[config.mk]
export PLATFORM = sky130hd
export DESIGN_NAME = bus_slave_resp_mux_flat
export DESIGN_NICKNAME = d
export VERILOG_FILES = /design/src/rtl/bus_slave_resp_mux_pkg.sv /design/src/rtl/bus_slave_resp_mux_if.sv /design/src/rtl/bus_slave_resp_mux_prio_enc.sv /design/src/rtl/bus_slave_resp_mux.sv /design/src/flat_wrapper.sv
export SDC_FILE = /design/constraint.sdc
export NUM_CORES = 1
export LEC_CHECK = 0
export BUFFER_PORTS_ARGS = -buffer_cell sky130_fd_sc_hd__buf_2
export CORE_AREA = 2 2 119 121
export DETAILED_ROUTE_END_ITERATION = 7
export DIE_AREA = 0 0 121 123
export GPL_TIMING_DRIVEN = 1
export HOLD_SLACK_MARGIN = 0.03
export PLACE_DENSITY = 0.64
export SYNTH_ARGS = -nofsm -noshare
export SYNTH_HDL_FRONTEND = slang
export SYNTH_SLANG_ARGS = --single-unit
[constraint.sdc]
create_clock -name clk -period 1.88 [get_ports clk]
set_input_delay 0 -clock clk [delete_from_list [all_inputs] [get_ports clk]]
set_output_delay 0 -clock clk [all_outputs]
set_load 0.05 [all_outputs]
[src/rtl/bus_slave_resp_mux_pkg.sv]
// Shared definitions for the slave read-response mux: state encoding,
// parameter defaults and index-width helper.
package bus_slave_resp_mux_pkg;

  localparam int unsigned SLV_NUM_DEF = 8;
  localparam int unsigned DATA_W_DEF  = 32;
  localparam int unsigned TMO_CYC_DEF = 256;

  typedef enum logic [1:0] {
    BSM_IDLE = 2'd0,
    BSM_DATA = 2'd1,
    BSM_DFLT = 2'd2,
    BSM_TMO  = 2'd3
  } bsm_state_e;

  // Counter/index width that never collapses to zero bits.
  function automatic int unsigned idx_width(input int unsigned n);
    return (n > 1) ? $clog2(n) : 1;
  endfunction

endpackage

[src/rtl/bus_slave_resp_mux_if.sv]
// Slave-side read-response bus between the address decoder, the slaves and
// the bus master, as seen by the response mux.
interface bus_slave_resp_mux_if
  import bus_slave_resp_mux_pkg::*;
#(
  parameter int unsigned SLV_NUM = SLV_NUM_DEF,
  parameter int unsigned DATA_W  = DATA_W_DEF
);

  logic                      m_as_;
  logic [SLV_NUM-1:0]        s_cs_;
  logic [SLV_NUM*DATA_W-1:0] s_rd_data;
  logic [SLV_NUM-1:0]        s_rdy;
  logic [DATA_W-1:0]         m_rd_data;
  logic                      m_rdy;
  logic                      m_err;
  logic                      m_cs_multi;

  modport slave (
    input  m_as_,
    input  s_cs_,
    input  s_rd_data,
    input  s_rdy,
    output m_rd_data,
    output m_rdy,
    output m_err,
    output m_cs_multi
  );

  modport master (
    output m_as_,
    output s_cs_,
    output s_rd_data,
    output s_rdy,
    input  m_rd_data,
    input  m_rdy,
    input  m_err,
    input  m_cs_multi
  );

endinterface

[src/rtl/bus_slave_resp_mux_prio_enc.sv]
// Active-low chip-select priority encoder: lowest asserted index wins,
// plus "any asserted" and "more than one asserted" flags.
module bus_slave_prio_enc
  import bus_slave_resp_mux_pkg::*;
#(
  parameter  int unsigned SLV_NUM = SLV_NUM_DEF,
  localparam int unsigned IDX_W   = idx_width(SLV_NUM)
) (
  input  logic [SLV_NUM-1:0] cs_,
  output logic [IDX_W-1:0]   idx,
  output logic               any,
  output logic               multi
);

  always_comb begin
    idx   = '0;
    any   = 1'b0;
    multi = 1'b0;
    for (int unsigned i = 0; i < SLV_NUM; i++) begin
      if (!cs_[i]) begin
        if (any) begin
          multi = 1'b1;
        end else begin
          idx = IDX_W'(i);
          any = 1'b1;
        end
      end
    end
  end

endmodule

[src/rtl/bus_slave_resp_mux.sv]
// Pipelined slave read-response mux: latches the selected slave in the address
// phase, steers its data/ready in the data phase, adds default-slave and watchdog errors.
module bus_slave_resp_mux
  import bus_slave_resp_mux_pkg::*;
#(
  parameter int unsigned SLV_NUM = SLV_NUM_DEF,
  parameter int unsigned DATA_W  = DATA_W_DEF,
  parameter int unsigned TMO_CYC = TMO_CYC_DEF
) (
  input logic                 clk,
  input logic                 reset_,
  bus_slave_resp_mux_if.slave bus
);

  localparam int unsigned      IDX_W    = idx_width(SLV_NUM);
  localparam int unsigned      TMO_W    = idx_width(TMO_CYC);
  localparam logic [TMO_W-1:0] TMO_LAST = TMO_W'(TMO_CYC - 1);

  bsm_state_e        state;
  logic [IDX_W-1:0]  sel_idx;
  logic [TMO_W-1:0]  tmo_cnt;
  logic              cs_multi;

  logic [IDX_W-1:0]  enc_idx;
  logic              enc_any;
  logic              enc_multi;

  logic              sel_rdy;
  logic [DATA_W-1:0] sel_data;
  logic              rdy;
  logic              err;
  logic [DATA_W-1:0] rd_data;
  logic              accept;

  bus_slave_prio_enc #(
    .SLV_NUM (SLV_NUM)
  ) u_prio_enc (
    .cs_   (bus.s_cs_),
    .idx   (enc_idx),
    .any   (enc_any),
    .multi (enc_multi)
  );

  always_comb begin
    sel_rdy  = bus.s_rdy[sel_idx];
    sel_data = bus.s_rd_data[sel_idx*DATA_W +: DATA_W];
  end

  // Data-phase outputs are combinational from the latched index so a
  // zero-wait slave completes one cycle after the address strobe.
  always_comb begin
    rdy     = 1'b0;
    err     = 1'b0;
    rd_data = '0;
    unique case (state)
      BSM_IDLE: ;
      BSM_DATA: begin
        rdy     = sel_rdy;
        rd_data = sel_data;
      end
      BSM_DFLT, BSM_TMO: begin
        rdy = 1'b1;
        err = 1'b1;
      end
      default: ;
    endcase
  end

  assign accept = !bus.m_as_ && ((state == BSM_IDLE) || rdy);

  always_ff @(posedge clk or negedge reset_) begin
    if (!reset_) begin
      state    <= BSM_IDLE;
      sel_idx  <= '0;
      tmo_cnt  <= '0;
      cs_multi <= 1'b0;
    end else if (accept) begin
      state   <= enc_any ? BSM_DATA : BSM_DFLT;
      sel_idx <= enc_idx;
      tmo_cnt <= '0;
      if (enc_multi) begin
        cs_multi <= 1'b1;
      end
    end else begin
      unique case (state)
        BSM_IDLE: ;
        BSM_DATA: begin
          // Ready on the final watchdog cycle still counts as a normal completion.
          if (sel_rdy) begin
            state   <= BSM_IDLE;
            tmo_cnt <= '0;
          end else if (tmo_cnt == TMO_LAST) begin
            state   <= BSM_TMO;
            tmo_cnt <= '0;
          end else begin
            tmo_cnt <= tmo_cnt + TMO_W'(1);
          end
        end
        BSM_DFLT, BSM_TMO: state <= BSM_IDLE;
        default:           state <= BSM_IDLE;
      endcase
    end
  end

  assign bus.m_rd_data  = rd_data;
  assign bus.m_rdy      = rdy;
  assign bus.m_err      = err;
  assign bus.m_cs_multi = cs_multi;

endmodule

[src/flat_wrapper.sv]
// flat-port wrapper written by rule: the top's interface ports become plain ports
module bus_slave_resp_mux_flat import bus_slave_resp_mux_pkg::*;
#(
  parameter int unsigned SLV_NUM = SLV_NUM_DEF,
  parameter int unsigned DATA_W  = DATA_W_DEF,
  parameter int unsigned TMO_CYC = TMO_CYC_DEF
)
  (clk, reset_, bus_m_as_, bus_s_cs_, bus_s_rd_data, bus_s_rdy, bus_m_rd_data, bus_m_rdy, bus_m_err, bus_m_cs_multi);
  bus_slave_resp_mux_if #(.SLV_NUM(SLV_NUM), .DATA_W(DATA_W)) bus_i ();
  input logic clk;
  input logic reset_;
  input wire logic [$bits(bus_i.m_as_)-1:0] bus_m_as_;
  input wire logic [$bits(bus_i.s_cs_)-1:0] bus_s_cs_;
  input wire logic [$bits(bus_i.s_rd_data)-1:0] bus_s_rd_data;
  input wire logic [$bits(bus_i.s_rdy)-1:0] bus_s_rdy;
  output wire logic [$bits(bus_i.m_rd_data)-1:0] bus_m_rd_data;
  output wire logic [$bits(bus_i.m_rdy)-1:0] bus_m_rdy;
  output wire logic [$bits(bus_i.m_err)-1:0] bus_m_err;
  output wire logic [$bits(bus_i.m_cs_multi)-1:0] bus_m_cs_multi;
  assign bus_i.m_as_ = bus_m_as_;
  assign bus_i.s_cs_ = bus_s_cs_;
  assign bus_i.s_rd_data = bus_s_rd_data;
  assign bus_i.s_rdy = bus_s_rdy;
  assign bus_m_rd_data = bus_i.m_rd_data;
  assign bus_m_rdy = bus_i.m_rdy;
  assign bus_m_err = bus_i.m_err;
  assign bus_m_cs_multi = bus_i.m_cs_multi;
  bus_slave_resp_mux #(.SLV_NUM(SLV_NUM), .DATA_W(DATA_W), .TMO_CYC(TMO_CYC)) u_core (.clk(clk), .reset_(reset_), .bus(bus_i));
endmodule
==> flow_metrics.env, run 1 <==
export IMPL_die_h_um=123
export IMPL_hold_ws_ns=0.1277
export IMPL_min_path_type="in2reg"
export IMPL_drt_initial_drc_count=142
export IMPL_swShare_pct=47.58
export IMPL_wire_per_inst_um=18.42
export IMPL_ys_seq_area_share_pct=12.43
export IMPL_synthesis_area_sq_um=2818
export IMPL_rsz0062_at_grt="true"
export IMPL_yosys_warnings=0
export IMPL_skew_ns=0.005458
export IMPL_initial_core_util_pct=20.70
export IMPL_wl_met1_mm=5.167
export IMPL_path_class="reg2out"
export IMPL_grt_pass1_wl_mm=20.06
export IMPL_grt_overflow_total=0
export IMPL_combPwrFrac_pct=85.2
export IMPL_netlist_area_leader_share_pct=52.75
export IMPL_leakagePower_nw=2.472
export IMPL_pin_count=310
export IMPL_cp_start_kind="flop"
export IMPL_cts_buffer_depth=2
export IMPL_antenna_left=0
export IMPL_synthTopCellsByCount="nand2_1, mux4_2, a21oi_1"
export IMPL_syn_avg_cell_area_sq_um=10.21
export IMPL_dp_hpwl_mm=11.31
export IMPL_power_density_nw_per_um2=1027
export IMPL_rr_worst_depth=6
export IMPL_critPathArrivalTime_ns=2.00
export IMPL_synthFlopType="dfrtp_1"
export IMPL_p_sw_mw=2.627
export IMPL_min_delay_start="bus_s_cs_[5]"
export IMPL_utilization_pct=39.50
export IMPL_holdPathEnd="u_core.bus.m_cs_multi"
export IMPL_grt_max_degree=41
export IMPL_core_area_sq_um=13610
export IMPL_die_w_um=121
export IMPL_yosys_area_top_type="mux4_2"
export IMPL_n_antenna_cell=0
export IMPL_hold_violations=0
export IMPL_drive_gt1_share_pct=80.17
export IMPL_pre_cts_ws_ns=-0.03831
export IMPL_rows=43
export IMPL_drv_cap=0
export IMPL_required_ns=1.88
export IMPL_fp_dieArea_sq_um=14880
export IMPL_violations="negative setup slack"
export IMPL_period_minus_slack_ns=1.997
export IMPL_fillers=1320
export IMPL_min_path_cells=3
export IMPL_grt_use_total_pct=17.36
export IMPL_r2r_end="u_core.tmo_cnt[7]"
export IMPL_synth_most_common_cell="nand2_1"
export IMPL_min_period_over_period_pct=106.2
export IMPL_power_share_clock_pct=7.6
export IMPL_ys_seq_elements=14
export IMPL_clock_sinks=14
export IMPL_worst_pin_slew_ns=0.4235
export IMPL_layout_nets=867
export IMPL_final_cells=770
export IMPL_ff2ff_setup_slack_ns=-0.11
export IMPL_status="finished, violations left"
export IMPL_synthArstFlopShare_pct=100.0
export IMPL_syn_num_nets=552
export IMPL_internal_power_mw=2.894
export IMPL_clock_root_buffer="clkbuf_16"
export IMPL_drt_wl_total_mm=14.18
export IMPL_pwr_share_seq_pct=7.3
export IMPL_dpl_cell_count=757
export IMPL_remaining_drc_errors=0
export IMPL_synth_edf_count=0
export IMPL_via_per_inst=4.956
export IMPL_end_kind="output pin"
export IMPL_routed_top_layer="met4"
export IMPL_setup_viol=35
export IMPL_synthTopCellsByArea="mux4_2, dfrtp_1, nand2_1"
export IMPL_fmax_mhz=500.9
export IMPL_relSlewSlack_pct=71.77
export IMPL_r2r_start="u_core.sel_idx[0]"
export IMPL_final_max_slew_viol_count=0
export IMPL_fin_setup_tns_ns=-2.134
export IMPL_syn2layout_area_growth_pct=90.81
export IMPL_place_gp_congestion=0.7951
export IMPL_dr_pass1_iters=4
export IMPL_setup_ws_ns=-0.1166
export IMPL_cts_max_level=1
export IMPL_grt_pass1_vias=3823
export IMPL_synthCells=276
export IMPL_cts_tree="done"
export IMPL_clk_pin_slew_worst_paths_ns=0.05
export IMPL_max_vdd_ir_drop_uv=547.8
export IMPL_wl_met3_mm=1.334
export IMPL_ys_types=41
export IMPL_dr_wl_met2_mm=7.580
export IMPL_numCtsBuffers=3
export IMPL_numPortBuffers=309
export IMPL_antenna_found_initial=1
export IMPL_num_vias=3816
export IMPL_path_max_fanout=13
export IMPL_clk_latency_ns=0.25
==> cell type report <==
type | count | area [sq um] | area share [%]
multi-input cells | 229 | 2551 | 47.45
repair buffers | 339 | 2151 | 40.00
flip-flops and latches | 14 | 355.3 | 6.609
well taps | 180 | 225.2 | 4.189
clock buffers | 4 | 78.83 | 1.466
inverters | 4 | 15.01 | 0.2793
==> placed cells by master (no fill, tap or decap), types with 4 or more instances in the layout <==
master,synthesis,routed
buf_2,7,276
mux4_2,66,66
nand2_1,75,59
buf_6,2,39
a21oi_2,0,32
nand2_2,0,16
buf_4,0,12
dfrtp_1,14,12
buf_12,0,7
o21ai_0,7,5
inv_1,4,4
nand3_1,5,4
nor2_1,5,4
clkbuf_16,0,4
==> worst max-delay path, stage by stage, from the launching register on <==
cell,delay (ns)
dfrtp_4,0.50
buf_12,0.15
buf_12,0.15
buf_12,0.14
mux4_2,0.33
nand2_1,0.06
a21oi_2,0.20
buf_6,0.18
==> flip-flops by register name (all words and copies together) (netlist names) <==
name,flops
u_core.sel_idx,3
u_core.state,2
u_core.tmo_cnt,8
u_core.bus.m_cs_multi,1
==> layer usage <==
layer / track usage (%) / vias to the layer above
li1: - / 1723
met1: 20.70 / 1858
met2: 32.76 / 231
met3: 3.459 / 4
met4: 2.616 / 0
met5: 0 / -
==> repair_timing <==
| action | CTS | global route |
|---|---|---|
| setup buffers | 4 | 1 |
| endpoints found under the hold margin | 16 | 0 |
| endpoints found under the setup margin | 36 | 43 |
| pin swaps | 4 | 7 |
| resized for setup | 88 | 20 |
| gates cloned | 3 | 1 |
| hold buffers | 2 | 0 |
==> power groups by stage <==
stage	Clock, mW	Sequential (mW)	Combinational (mW)
2_1_floorplan	0	0.373	2.88
3_3_place_gp	0	0.400	3.93
3_5_place_dp	0	0.399	3.95
4_1_cts	0.421	0.398	4.67
5_1_grt	0.434	0.408	4.96
6_report	0.417	0.401	4.70
==> through the flow <==
stage | power [mW] | area [sq um]
4_1_cts | 5.486 | 5300
2_1_floorplan | 3.255 | 2938
6_report | 5.520 | 5376
3_3_place_gp | 4.330 | 4805
3_5_place_dp | 4.351 | 4805
5_1_grt | 5.804 | 5376
==> worst max-delay path by stage <==
stage,start,endpoint,slack (ns),cells after the start
floorplan,u_core.sel_idx[0],u_core.tmo_cnt[7],0.04,7
global placement,u_core.sel_idx[0],u_core.tmo_cnt[7],-0.003,6
detailed placement,u_core.sel_idx[0],u_core.tmo_cnt[7],-0.04,6
CTS,u_core.sel_idx[0],bus_m_rd_data[20],-0.14,7
global route,u_core.sel_idx[0],bus_m_rd_data[20],-0.17,7
finish,u_core.sel_idx[0],bus_m_rd_data[20],-0.12,7
==> cell families after synthesis <==
kind of cell	share of synthesized area (%)
fa+ha+maj	0.7992
buf+inv	5.240
compound gates	11.50
mux	54.44
simple gates	15.59
flops	12.43
(Power assumes the default switching activity.)
==> run 2, diff against run 1 <==
--- a/config.mk
+++ b/config.mk
@@ -5,13 +5,14 @@
 export SDC_FILE = /design/constraint.sdc
 export NUM_CORES = 1
 export LEC_CHECK = 0
+export ABC_AREA = 1
 export BUFFER_PORTS_ARGS = -buffer_cell sky130_fd_sc_hd__buf_2
-export CORE_AREA = 2 2 119 121
+export CORE_AREA = 2 2 120 122
 export DETAILED_ROUTE_END_ITERATION = 7
-export DIE_AREA = 0 0 121 123
+export DIE_AREA = 0 0 122 124
 export GPL_TIMING_DRIVEN = 1
 export HOLD_SLACK_MARGIN = 0.03
-export PLACE_DENSITY = 0.64
+export PLACE_DENSITY = 0.67
 export SYNTH_ARGS = -nofsm -noshare
 export SYNTH_HDL_FRONTEND = slang
 export SYNTH_SLANG_ARGS = --single-unit
==> run 2 against run 1 <==
Net effect: the flow now finishes without violations; first-iteration DRC count grew to 2.9 times the previous value; register-to-register slack gained 0.29 ns; synthesized cell count grew 120%; critical path depth is the same; count of clock-buffer cells in the layout is the same; design area grew 5.5%; worst hold slack lost 0.044 ns; critical path type unchanged; critical endpoint is now bus_m_rd_data[3].
==> flow_metrics.env, run 2 <==
export IMPL_min_path_type="in2reg"
export IMPL_dp_hpwl_mm=12.03
export IMPL_grt_overflow_total=0
export IMPL_drive_gt1_share_pct=44.59
export IMPL_top_regs="u_core.tmo_cnt: 8 flops, u_core.sel_idx: 3 flops, u_core.state: 2 flops"
export IMPL_fp_dieArea_sq_um=15130
export IMPL_syn_avg_cell_area_sq_um=5.295
export IMPL_n_antenna_cell=0
export IMPL_drv_cap=0
export IMPL_final_common_cell="buf_2"
export IMPL_fin_setup_tns_ns=0
export IMPL_via_per_inst=4.999
export IMPL_rsz0062_at_grt="true"
export IMPL_remaining_drc_errors=0
export IMPL_ys_seq_area_share_pct=10.88
export IMPL_numPortBuffers=309
export IMPL_netlist_area_leader_share_pct=23.20
export IMPL_rows=43
export IMPL_num_vias=5384
export IMPL_r2r_start="u_core.sel_idx[0]"
export IMPL_final_cell_mix="buf_2, nor2_1, o21ai_0"
export IMPL_path_class="reg2out"
export IMPL_grt_pass1_wl_mm=23.18
export IMPL_synth_edf_count=0
export IMPL_synthesis_area_sq_um=3219
export IMPL_numCtsBuffers=3
export IMPL_synthCells=608
export IMPL_yosys_area_top_type="nor2_1"
export IMPL_worst_pin_slew_ns=0.3766
export IMPL_final_max_slew_viol_count=0
export IMPL_clock_root_buffer="clkbuf_16"
export IMPL_utilization_pct=41.35
export IMPL_cts_buffer_depth=2
export IMPL_synthArstFlopShare_pct=100.0
export IMPL_relSlewSlack_pct=74.63
export IMPL_grt_use_total_pct=18.77
export IMPL_end_kind="output pin"
export IMPL_min_period_over_period_pct=98.55
export IMPL_cp_start_kind="flop"
export IMPL_leakagePower_nw=2.748
export IMPL_largest_reg_flops=8
export IMPL_drt_wl_total_mm=16.67
export IMPL_grt_max_degree=77
export IMPL_syn_num_nets=884
export IMPL_initial_core_util_pct=23.47
export IMPL_antenna_left=0
export IMPL_crit_path_start="u_core.sel_idx[0]"
export IMPL_cts_max_level=1
export IMPL_core_area_sq_um=13720
export IMPL_cts_tree="done"
export IMPL_max_vdd_ir_drop_uv=983.6
export IMPL_yosys_warnings=0
export IMPL_path_max_fanout=14
export IMPL_hold_violations=0
export IMPL_ys_types=31
export IMPL_critPathArrivalTime_ns=1.85
export IMPL_synthTopCellsByArea="nor2_1, o21ai_0, dfrtp_1"
export IMPL_synthFlopType="dfrtp_1"
export IMPL_pin_count=310
export IMPL_clock_sinks=14
export IMPL_wire_per_inst_um=15.48
export IMPL_antenna_found_initial=0
export IMPL_status="finished, final reports clean"
export IMPL_fmax_mhz=539.7
export IMPL_die_h_um=124
export IMPL_drt_initial_drc_count=413
export IMPL_power_density_nw_per_um2=1339
export IMPL_period_minus_slack_ns=1.853
export IMPL_grt_pass1_vias=4875
export IMPL_dr_pass1_iters=7
export IMPL_required_ns=1.88
export IMPL_clk_latency_ns=0.24
export IMPL_max_flop_register="u_core.tmo_cnt"
export IMPL_skew_ns=0.005826
export IMPL_setup_viol=0
export IMPL_min_delay_start="bus_m_as_"
export IMPL_ys_seq_elements=14
export IMPL_die_w_um=122
export IMPL_syn2layout_area_growth_pct=76.21
export IMPL_synthTopCellsByCount="nor2_1, o21ai_0, nand2_1"
export IMPL_clk_pin_slew_worst_paths_ns=0.05
export IMPL_synth_most_common_cell="nor2_1"
export IMPL_layout_nets=1174
export IMPL_place_gp_congestion=0.9700
## run 2: changes by cell type after synthesis, sizes merged, moves of 11 or more
cell,previous run,this run
o21ai,7,170
nand3,5,16
nor2,6,209
inv,4,28
clkbuf,13,27
a31oi,2,32
a21oi,34,0
nand2,76,40
mux4,66,0
buf,16,27
o22ai,1,35
## run 2: final timing paths
path                            slack, ns  cells after the start                    end
worst max register to register       0.18                     12        u_core.state[0]
worst min register to register       0.46                      2  u_core.bus.m_cs_multi
min in group asynchronous            0.18                      2  u_core.bus.m_cs_multi
worst min-delay path                 0.08                      4        u_core.state[1]
worst max-delay path                 0.03                      7       bus_m_rd_data[3]
max in group asynchronous            1.42                      2      u_core.sel_idx[0]
## run 2: area by class of cell
| cell class | instances | area [sq um] |
|---|---|---|
| timing repair inverter | 1 | 8.758 |
| multi-input combinational | 512 | 2671 |
| clock buffer | 4 | 78.83 |
| tap | 180 | 225.2 |
| timing repair buffer | 338 | 2213 |
| sequential | 14 | 355.3 |
| fill | 1510 | 8046 |
| inverter | 28 | 120.1 |
## run 2: through the flow
stage / instance area [sq um] / worst slack (ns) / hold slack (ns) / total power [mW] / std cells
2_1_floorplan: 3420 / 0.1938 / -0.2956 / 4.717 / 608
3_3_place_gp: 5190 / 0.1792 / -0.08339 / 6.233 / 1061
3_5_place_dp: 5190 / 0.1571 / -0.08267 / 6.243 / 1061
4_1_cts: 5358 / -0.03941 / 0.07629 / 6.883 / 1066
5_1_grt: 5673 / -0.03663 / 0.1145 / 8.128 / 1077
6_report: 5673 / 0.02721 / 0.08319 / 7.594 / 1077
## run 2: power breakdown
group | total [mW] | internal (mW) | switching [mW]
registers | 0.469 | 0.364 | 0.105
clock network | 0.404 | 0.286 | 0.118
logic | 6.72 | 2.56 | 4.16
total | 7.59 | 3.21 | 4.38
## run 2: cell families after synthesis
family | Yosys count | synth area share [%]
adders and majority gates | 1 | 0.3886
buffers and inverters | 82 | 12.94
AOI/OAI and AO/OA | 241 | 40.42
and+or+nand+nor | 266 | 34.28
xor gates and xnor gates | 4 | 1.088
DFF | 14 | 10.88
## run 2: repair_timing
action	4_1_cts	5_1_grt
setup endpoints to repair	30	33
gates cloned	0	6
hold endpoints to repair	14	0
pin swaps	0	2
gates resized for setup	29	57
hold buffers	1	0
buffers inserted	0	5
## run 2: routing by layer
| layer | part of all wire, % | track usage [%] | wire length [um] | vias up |
|---|---|---|---|---|
| met5 | 0 | 0 | 0 | - |
| li1 | - | - | - | 2670 |
| met2 | 50 | 33.48 | 8318 | 293 |
| met3 | 8.1 | 2.976 | 1351 | 28 |
| met1 | 41 | 23.81 | 6757 | 2393 |
| met4 | 1.5 | 4.095 | 244 | 0 |
## run 2: critical path, stage by stage (launching register included)
cell       delay (ns)
dfrtp_4          0.55
buf_4            0.18
clkbuf_16        0.17
nor2_1           0.06
nor2_1           0.14
o21ai_1          0.12
a31oi_2          0.21
buf_6            0.18
